`src/rtl/lfsr_sat_cnt.sv`:
```
// Saturating up-counter with synchronous clear; clear takes priority over increment.
module lfsr_sat_cnt #(
  parameter int unsigned W = 8
) (
  input  logic         clk,
  input  logic         rst_n,
  input  logic         clr,
  input  logic         inc,
  output logic [W-1:0] cnt
);

  always_ff @(posedge clk or negedge rst_n) begin
    if (!rst_n) begin
      cnt <= '0;
    end else if (clr) begin
      cnt <= '0;
    end else if (inc && (cnt != '1)) begin
      cnt <= cnt + 1'b1;
    end
  end

endmodule

```
`config.mk`:
```
export PLATFORM = sky130hd
export DESIGN_NAME = lfsr_sat_cnt
export DESIGN_NICKNAME = d
export VERILOG_FILES = /design/src/rtl/lfsr_sat_cnt.sv
export SDC_FILE = /design/constraint.sdc
export NUM_CORES = 1
export LEC_CHECK = 0
export ABC_AREA = 1
export CAP_MARGIN = 20
export CORE_UTILIZATION = 35
export CTS_BUF_LIST = sky130_fd_sc_hd__clkbuf_8
export DETAILED_ROUTE_END_ITERATION = 8
export GPL_TIMING_DRIVEN = 0
export SYNTH_ARGS = -nofsm -noshare
export SYNTH_HDL_FRONTEND = slang
export SYNTH_SLANG_ARGS = --single-unit
```
`constraint.sdc`:
```
create_clock -name clk -period 1.4 [get_ports clk]
set_clock_uncertainty 0.1 [all_clocks]
set_input_delay 0.14 -clock clk [delete_from_list [all_inputs] [get_ports clk]]
set_output_delay 0.14 -clock clk [all_outputs]
set_load 0.05 [all_outputs]
```
==> results by group, run 1 <==
Route
  – DR WL/cell: between 10 and 15 um
  – Drt first pass iters: 4
  – Drt drc: 0
  – Vias per cell: 4.702
  – Post-route ant nets: 0
  – Drt initial violations: 11
  – Via count: about 490
  – Routed WL: about 1100 um

Place
  – Pre-CTS WS: -0.06791 ns
  – PortBufs: 11
  – DP Wirelength: between 900 and 1000 um
  – Cell count after placement: 100
  – Post-DP Area: between 600 and 700 um^2
  – RePlAce Congestion: 0.7700

Synthesis
  – Syn nets: just under 80
  – Area contributors post-synth: dfrtp_1 (39%), nand2_1 (18%), nand3_1 (8.8%)
  – Post-synth top area share: around two fifths
  – Synth area leader: dfrtp_1
  – Syn Std Cell Area: between 500 and 600 um^2
  – Yosys cell types: 15
  – Synth cell count leaders: nand2_1 (25), inv_1 (10), nand3_1 (9)
  – Count of flip-flops with a built-in enable after synthesis: 0
  – Seq cells post-synth: 8
  – Top FF cell, synth: dfrtp_1
  – Cell with the most instances after synthesis: nand2_1
  – Average size of a mapped cell: approximately 7 um^2
  – Async set-reset flop share out of synthesis: 100.0%
  – Gate Count Post-Synth: 74
  – Sequential share of the synthesized area: 39.12%
  – Warnings from Yosys: 0

Timing
  – FMAX: 721.0 MHz
  – Setup repair after global routing missed its margin: true
  – Post-route setup slack: between 0.01 and 0.015 ns
  – # setup viols final: 0
  – Final Cycle Share: approximately 99%
  – Worst slew pin tran: approximately 0.49 ns
  – Sum Neg Setup Slack: 0 ns
  – Max Slew Vio Count: 0
  – Final min period: 1.387 ns
  – Max-slew headroom at the worst pin: 67.79%
  – Final hold violation count: 0

Clock network
  – H-tree levels: 1
  – Worst-Skew Late Latency: 0.23 ns
  – Clock buffer depth: 2
  – Root buffer cell: clkbuf_8
  – Clock buffer count from CTS: 3
  – TritonCTS clock tree: done
  – Clk pin slew, worst setup/hold paths: roughly 0.040 ns
  – CTS sink cnt: 8
  – Hold_buf cts: 0
  – Post-CTS Setup Bufs: 0

Pwr
  – VDD IR-drop max: between 800 and 900 uV
  – Sequential Power Share: 40.5%
  – Logic pwr share: between 15 and 20%
  – Pwr/cell area: between 900 and 1000 mW/mm^2
  – Clk pwr share: between 40% and 50%
  – LEAKAGE: about 0.34 nW
  – NetSw: between 0.00015 and 0.0002 W
  – Int Power: about 0.00047 W
  – Sw frac: a little over a quarter

Job
  – Max-cap violations: 0

Layout
  – Share of post-route cells with drive strength above 1: 24.72%
  – Final Net Count: 95
  – Largest Register: cnt
  – Largest regs: cnt x8
  – ANT cells: 0
  – Max reg flops: 8
  – Area Overhead vs Synth: 39.12%
  – Post-Layout Cell Count: approximately 100
  – Finished Cell Area: ~710 um^2
  – Post-Route Utilization: 53.38%

Critical path
  – Setup CP Type: reg -> out
  – CP Capture Type: primary output
  – Crit-path cells: clkdlybuf4s15_1
  – CP arrival: about 1.2 ns
  – Startpoint types: register
  – CP max stage delay: around 0.5 ns
  – Crit-path leading delay family: buffers and inverters
  – R2r setup slk: roughly 0.02 ns
  – Max FO, Critical Path: 5
  – CP bufs+invs: 1
  – Req. time, crit path: between 1 and 1.5 ns
  – Worst path slowest cell: clkdlybuf4s15_1

Floorplanning
  – Die area: approximately 0.0016 mm^2
  – Core Area: 0.001334 mm^2
  – Starting density of the core: about two fifths
  – Row count: 13
  – Vert. Die Dim: roughly 40 um
  – DIE WIDTH: between 40 and 50 um
  – Top-level I/O count: 12

GRT
  – First-pass GRT wire length: ~1800 um
  – Vias in the first global route: 419
  – GR Overflow Total: 0
  – Global Route Usage Sum: roughly 18%
  – Initial antenna violation count: 0
  – Largest net degree at the start of global routing: 9

Hold path
  – Worst min path class: in -> async

Status
  – Status: completed
power groups by stage:
stage | Combinational [W] | Sequential (W) | Clock (W)
final | 0.000108 | 0.000260 | 0.000275
after global routing | 0.000119 | 0.000262 | 0.000295
after CTS | 0.000111 | 0.000260 | 0.000287
after detailed placement | 0.000116 | 0.000263 | 0
after global placement | 0.000116 | 0.000263 | 0
after floorplan | 0.0000371 | 0.000297 | 0
placed cells by master (no fill, tap or decap), drive strengths merged:
master / count
a21oi: 5
clkbuf: 5
clkdlybuf4s15: 6
clkdlybuf4s50: 3
clkinv: 1
dfrtp: 8
ha: 1
inv: 11
nand2: 28
nand3: 9
nor2: 7
nor3: 2
o21ai: 1
o21bai: 2
metrics by stage:
step | power [W] | hold slack [ns]
after CTS | 0.0006587 | 0.08577
after detailed placement | 0.0003795 | 0.3299
after global placement | 0.0003792 | 0.3363
final | 0.0006432 | 0.08145
after floorplan | 0.0003339 | -0.2556
after global routing | 0.0006767 | 0.1170
kinds of logic after synthesis:
| family | synth area share [%] |
|---|---|
| and+or+nand+nor | 39.85 |
| AOI/OAI and AO/OA | 9.534 |
| DFF | 39.12 |
| buffers and inverters | 9.048 |
| adders and majority gates | 2.445 |
routing by layer:
layer	track usage [%]	part of all wire (%)	up-vias
met3	3.333	2.4	4
met4	15.00	3.1	0
met2	25.81	45	7
li1	-	-	262
met1	22.73	49	216
met5	0	0	-
cell type report:
type                       instances  area [um^2]
multi-input combinational         55        291.5
clock buffer                       3        41.29
sequential                         8        207.7
clock inverter                     1        3.754
tap                               15        18.77
inverter                          11        46.29
fill                             131        621.8
timing repair buffer              11        102.6
what timing repair did:
item | CTS | global route
pin swaps | 0 | 0
endpoints found under the setup margin | 8 | 11
endpoints found under the hold margin | 0 | 0
gates resized for setup | 17 | 3
worst paths after layout:
check                      cells past startpoint     end    from
max                                            1  cnt[1]  cnt[1]
min                                            1  cnt[1]   rst_n
max reg2reg                                    7  cnt[7]  cnt[1]
min reg2reg                                    2  cnt[4]  cnt[4]
max in group asynchronous                      1  cnt[5]   rst_n
min in group clk                               2  cnt[4]  cnt[4]
Power figures use the tool's default switching activity.
==> inputs of run 2 (changes only) <==
--- a/config.mk
+++ b/config.mk
@@ -10,7 +10,6 @@
 export CORE_UTILIZATION = 35
 export CTS_BUF_LIST = sky130_fd_sc_hd__clkbuf_8
 export DETAILED_ROUTE_END_ITERATION = 8
-export GPL_TIMING_DRIVEN = 0
 export SYNTH_ARGS = -nofsm -noshare
 export SYNTH_HDL_FRONTEND = slang
 export SYNTH_SLANG_ARGS = --single-unit
==> run 2 against run 1 <==
Net effect: wire length rose by 3.4%; clock-buffer cell count did not move; maximum frequency rose by 2.1%; clock power barely moved; final area rose by 17%; sequential power barely moved; largest power group unchanged; worst hold slack improved by 0.0047 ns; critical path type is now reg -> reg; largest cell class unchanged.
==> results by group, run 2 (synthesized netlist as in run 1, its figures left out) <==
Route
  – Post-route ant nets: 0 (unchanged)
  – Drt drc: 0 (unchanged)
  – DR WL/cell: 10.99 um (-0.43%)
  – Via count: 515 (+5.3%)
  – Routed WL: 1187 um (+3.4%)
  – Vias per cell: 4.769 (+1.4%)
  – Drt first pass iters: 4 (unchanged)
  – Drt initial violations: 8 (-3)

Floorplanning
  – Row count: 13 (unchanged)
  – Starting density of the core: 38.37% (unchanged)
  – Core Area: 0.001334 mm^2 (unchanged)
  – Vert. Die Dim: 40.24 um (unchanged)
  – DIE WIDTH: 40.24 um (unchanged)
  – Die area: 0.001619 mm^2 (unchanged)
  – Top-level I/O count: 12 (unchanged)

Hold path
  – Worst min path class: in -> async

Clock network
  – Clock buffer depth: 2 (unchanged)
  – CTS resizes: 0 (-17)
  – H-tree levels: 1 (unchanged)
  – TritonCTS clock tree: done
  – Clk pin slew, worst setup/hold paths: 0.04 ns (about the same)
  – Hold_buf cts: 0 (unchanged)
  – Post-CTS Setup Bufs: 0 (unchanged)
  – Worst-Skew Late Latency: 0.22 ns (about the same)
  – CTS sink cnt: 8 (unchanged)
  – Clock buffer count from CTS: 3 (unchanged)
  – Root buffer cell: clkbuf_8

GRT
  – GR Util met1: 29.21% (+6.5 points)
  – Vias in the first global route: 453 (+8.1%)
  – Initial antenna violation count: 0 (unchanged)
  – First-pass GRT wire length: 1980 um (+11%)
  – Global Route Usage Sum: 18.42% (+0.59 points)
  – Met2 Use GR: 25.00% (-0.81 points)
  – Met3 usage: 3.333% (unchanged)
  – GR Overflow Total: 0 (unchanged)
  – Top Usage Layer GRT: met1
  – Largest net degree at the start of global routing: 9 (unchanged)

Timing
  – FMAX: 736.3 MHz (+2.1%)
  – Final Cycle Share: 97.01% (-2.1 points)
  – Max Slew Vio Count: 0 (unchanged)
  – Post-route setup slack: 0.04192 ns (+0.02897 ns)
  – Final min period: 1.358 ns (-0.02897 ns)
  – # setup viols final: 0 (unchanged)
  – Max-slew headroom at the worst pin: 77.19% (+9.4 points)
  – Final hold violation count: 0 (unchanged)
  – Setup repair after global routing missed its margin: true
  – Worst slew pin tran: 0.3411 ns (-0.1439 ns)

Critical path
  – Reg2reg start: cnt[1]
  – Crit-path cells: ha_4 > nand2_4 > nor2_4 > a21oi_2 > nand3_1 > nand2_1 > inv_1
  – Max FO, Critical Path: 4 (-1)
  – CP max stage delay: 0.43 ns (-0.08 ns)
  – Critical path launch point: cnt[1]
  – Worst path slowest cell: dfrtp_2
  – Req. time, crit path: 1.41 ns (+0.25 ns)
  – Startpoint types: register
  – Setup CP Type: reg -> reg
  – CP Capture Type: register
  – CP arrival: 1.37 ns (+0.22 ns)

Layout
  – FILL cells: 122 (-6.9%)
  – Share of post-route cells with drive strength above 1: 34.41% (+9.7 points)
  – Finished Cell Area: 834.6 um^2 (+17%)
  – ANT cells: 0 (unchanged)
  – Largest regs: cnt x8
  – Max reg flops: 8 (unchanged)
  – Commonest non-fill, non-tap cell in the layout: nand2_1
  – Most frequent cells in the layout: nand2_1 (24), inv_1 (11), nand3_1 (9), buf_12 (8), dfrtp_2 (6)
  – Largest Register: cnt
  – Post-Route Utilization: 62.57% (+9.2 points)
  – Area Overhead vs Synth: 63.08%
  – Final Net Count: 99 (+4.2%)

Place
  – PortBufs: 11 (unchanged)
  – Pre-CTS WS: 0.03798 ns (+0.1059 ns)
  – Post-DP Area: 784.5 um^2 (+16%)
  – RePlAce Congestion: 0.7750 (+0.65%)
  – DP Wirelength: 943.9 um (+1.4%)

Job
  – Max-cap violations: 0 (unchanged)

Pwr
  – Pwr/cell area: 824.5 mW/mm^2 (-8.7%)
  – Design Power: 0.0006881 W (+7.0%)
  – VDD IR-drop max: 504.2 uV (-43%)
  – LEAKAGE: 0.3921 nW (+16%)

Status
  – Status: completed
-- run 2: worst paths after layout --
check / endpoint / slack, ns / cells after the start
min in group clk: cnt[4] / 0.47 / 2
min reg2reg: cnt[4] / 0.47 / 2
max reg2reg: cnt[7] / 0.04 / 7
max in group asynchronous: cnt[5] / 0.84 / 1
max: cnt[7] / 0.04 / 7
min: cnt[0] / 0.09 / 1
-- run 2: metrics by stage --
stage / hold WS, ns / TNS [ns] / instances
detailed placement: 0.3384 / 0 / 104
CTS: 0.09787 / 0 / 108
global route: 0.1216 / -0.2719 / 108
finish: 0.08612 / 0 / 108
floorplan: -0.2556 / -0.1843 / 74
global placement: 0.3418 / 0 / 104
-- run 2: layer usage --
| layer | vias to the layer above | wire length (um) |
|---|---|---|
| met4 | 0 | 0 |
| li1 | 270 | - |
| met1 | 229 | 629 |
| met3 | 0 | 46 |
| met5 | - | 0 |
| met2 | 16 | 512 |
-- run 2: area by class of cell --
class | instances | area [um^2] | share of cell area, %
sequential | 8 | 207.7 | 24.89
clock inverter | 1 | 3.754 | 0.4498
tap | 15 | 18.77 | 2.249
timing repair buffer | 15 | 220.2 | 26.39
multi-input combinational | 55 | 296.5 | 35.53
clock buffer | 3 | 41.29 | 4.948
inverter | 11 | 46.29 | 5.547
-- run 2: critical path: cells and delay by family, from the launching register on --
kind | cells | cell delay (ns)
and+or+nand+nor | 4 | 0.28
AOI/OAI and AO/OA | 1 | 0.22
adders and majority gates | 1 | 0.18
DFF | 1 | 0.43
buffers and inverters | 1 | 0.04
-- run 2: power breakdown --
group          leakage, nW  internal (W)  switching, W
Clock               0.0269      0.000189     0.0000854
Sequential          0.0991      0.000244     0.0000191
Combinational        0.266     0.0000704     0.0000799
Total                0.392      0.000504      0.000184
==> inputs of run 3 (changes only) <==
--- a/config.mk
+++ b/config.mk
@@ -6,10 +6,10 @@
 export NUM_CORES = 1
 export LEC_CHECK = 0
 export ABC_AREA = 1
-export CAP_MARGIN = 20
 export CORE_UTILIZATION = 35
 export CTS_BUF_LIST = sky130_fd_sc_hd__clkbuf_8
 export DETAILED_ROUTE_END_ITERATION = 8
+export DONT_BUFFER_PORTS = 1
 export SYNTH_ARGS = -nofsm -noshare
 export SYNTH_HDL_FRONTEND = slang
 export SYNTH_SLANG_ARGS = --single-unit
==> run 3 against run 2 <==
Net effect: final area shrank 14%; via count shrank 1.7%; die area is the same; critical path type unchanged; global-route usage shrank 0.51 points; worst hold slack lost 0.074 ns; critical path depth grew 2; largest cell class unchanged; sequential power shrank 3%; total power shrank 5.5%.
==> results by group, run 3 (synthesized netlist as in run 1, its figures left out) <==
Critical path
  – Crit-path leading delay family: simple AND/OR/NAND/NOR gates
  – Startpoint types: register
  – Req. time, crit path: 1.41 ns (about the same)
  – Setup CP Type: reg -> reg
  – CP Capture Type: register
  – Crit-path cells: ha_4 > nand2_4 > nor2_4 > nand2_2 > nand2_2 > nand2_4 > clkinv_4 > nand2_1 > nand2_1
  – Worst path slowest cell: dfrtp_2
  – Max FO, Critical Path: 6 (+2)
  – CP bufs+invs: 1 (unchanged)
  – CP max stage delay: 0.43 ns (about the same)
  – CP arrival: 1.36 ns (about the same)

Timing
  – FMAX: 742.6 MHz (+0.85%)
  – Final Cycle Share: 96.18% (-0.82 points)
  – Max Slew Vio Count: 0 (unchanged)
  – # setup viols final: 0 (unchanged)
  – Final min period: 1.347 ns (-0.01149 ns)
  – Worst slew pin tran: 0.3703 ns (+0.02920 ns)
  – Final hold violation count: 0 (unchanged)
  – Setup repair after global routing missed its margin: true
  – Post-route setup slack: 0.05341 ns (+0.01149 ns)
  – Max-slew headroom at the worst pin: 75.23% (-2.0 points)
  – Sum Neg Setup Slack: 0 ns (unchanged)

Route
  – Vias per cell: 4.865 (+2.0%)
  – Drt initial violations: 17 (+9)
  – Via count: 506 (-1.7%)
  – DR WL/cell: 12.38 um (+13%)
  – Drt drc: 0 (unchanged)
  – Drt first pass iters: 4 (unchanged)
  – Routed WL: 1288 um (+8.5%)
  – Post-route ant nets: 0 (unchanged)

Layout
  – Multi-input gate area: 309.0 um^2 (+4.2%)
  – Commonest non-fill, non-tap cell in the layout: nand2_1
  – Share of post-route cells with drive strength above 1: 33.71% (-0.70 points)
  – FILL cells: 126 (+3.3%)
  – Most frequent cells in the layout: nand2_1 (22), inv_1 (11), nand3_1 (9), buf_4 (8), dfrtp_2 (6)
  – Storage element area: 207.7 um^2 (unchanged)
  – Finished Cell Area: 716.9 um^2 (-14%)
  – Area Overhead vs Synth: 40.10%
  – Largest Register: cnt
  – Max reg flops: 8 (unchanged)
  – ANT cells: 0 (unchanged)
  – Largest regs: cnt x8
  – Final Net Count: 95 (-4.0%)

Floorplanning
  – Die area: 0.001619 mm^2 (unchanged)
  – Top-level I/O count: 12 (unchanged)
  – Core Area: 0.001334 mm^2 (unchanged)
  – Starting density of the core: 38.37% (unchanged)
  – Vert. Die Dim: 40.24 um (unchanged)
  – DIE WIDTH: 40.24 um (unchanged)
  – Row count: 13 (unchanged)

Clock network
  – Worst-Skew Late Latency: 0.22 ns (about the same)
  – Root buffer cell: clkbuf_8
  – H-tree levels: 1 (unchanged)
  – TritonCTS clock tree: done
  – Clk pin slew, worst setup/hold paths: 0.04 ns (about the same)
  – CTS sink cnt: 8 (unchanged)
  – Clock buffer depth: 2 (unchanged)
  – Clock buffer count from CTS: 3 (unchanged)

Place
  – DP Wirelength: 995.3 um (+5.4%)
  – PortBufs: 0 (-11)
  – Pre-CTS WS: 0.05006 ns (+0.01209 ns)
  – Post-DP Area: 624.3 um^2 (-20%)
  – RePlAce Congestion: 0.7503 (-3.2%)

Status
  – Status: completed

GRT
  – Global Route Usage Sum: 17.92% (-0.51 points)
  – Vias in the first global route: 478 (+5.5%)
  – Initial antenna violation count: 0 (unchanged)
  – Largest net degree at the start of global routing: 9 (unchanged)
  – GR Overflow Total: 0 (unchanged)
  – First-pass GRT wire length: 1890 um (-4.5%)

Pwr
  – LEAKAGE: 0.3495 nW (-11%)
  – VDD IR-drop max: 548.5 uV (+8.8%)
  – Pwr/cell area: 906.9 mW/mm^2 (+10%)

Hold path
  – Worst min path class: in -> reg

Job
  – Max-cap violations: 0 (unchanged)
## run 3: cell count changes in the layout (fill, tap and decap cells not counted), moves of 2 or more
cell	change
buf_4	+4
dlygate4sd3_1	+3
nand2_2	+2
nand2_1	-2
buf_12	-8
clkdlybuf4s50_1	-3
## run 3: where the power goes
group | switching [W] | internal [W]
logic | 0.0000799 | 0.0000371
registers | 0.0000111 | 0.000244
clock network | 0.0000886 | 0.000190
total | 0.000180 | 0.000471
## run 3: area by class of cell
| cell class | count | area share, % |
|---|---|---|
| multi-input cells | 55 | 43.11 |
| repair buffers | 11 | 12.57 |
| flip-flops and latches | 8 | 28.97 |
| clock buffers | 3 | 5.759 |
| inverters | 11 | 6.457 |
| clock inverters | 1 | 0.5236 |
| well taps | 15 | 2.618 |
## run 3: final timing paths
check                      depth (start not counted)  slack (ns)     end   start
hold / removal                                     3        0.01  cnt[2]     clr
max in group asynchronous                          1        0.74  cnt[5]   rst_n
setup reg to reg                                   9        0.05  cnt[2]  cnt[1]
hold reg to reg                                    2        0.43  cnt[6]  cnt[6]
min in group asynchronous                          1        0.17  cnt[2]   rst_n
setup / recovery                                   9        0.05  cnt[2]  cnt[1]
## run 3: worst reg2reg max path: cells and delay by family (launching register included)
family | cells | cell delay [ns]
AND/OR/NAND/NOR | 7 | 0.47
flip-flops | 1 | 0.43
adder cells (fa/ha/maj) | 1 | 0.18
buffers and inverters | 1 | 0.08
## run 3: timing repair
| item | in CTS | in global routing |
|---|---|---|
| hold buffers | 3 | 0 |
| setup buffers | 0 | 0 |
| setup endpoints to repair | 0 | 6 |
| endpoints found under the hold margin | 12 | 0 |
| resized for setup | 0 | 5 |
## run 3: per-stage QoR
step           instances  hold WS, ns  utilization (%)  total power (W)
2_1_floorplan         74      -0.2556                -        0.0003339
3_3_place_gp          97      -0.2554            46.81        0.0003594
3_5_place_dp          97      -0.2554            46.81        0.0003609
4_1_cts              104     0.007077            52.44        0.0006581
5_1_grt              104      0.01648            53.75        0.0006835
6_report             104      0.01218            53.75        0.0006502
## run 3: metal layers
metal / vias up / GRT usage, % / share of wire (%) / wire (um)
met5: - / 0 / 0 / 0
met4: 0 / 7.500 / 0.39 / 5
met3: 2 / 3.333 / 3.6 / 46
met2: 9 / 29.03 / 47 / 610
met1: 232 / 23.21 / 49 / 625
li1: 263 / - / - / -
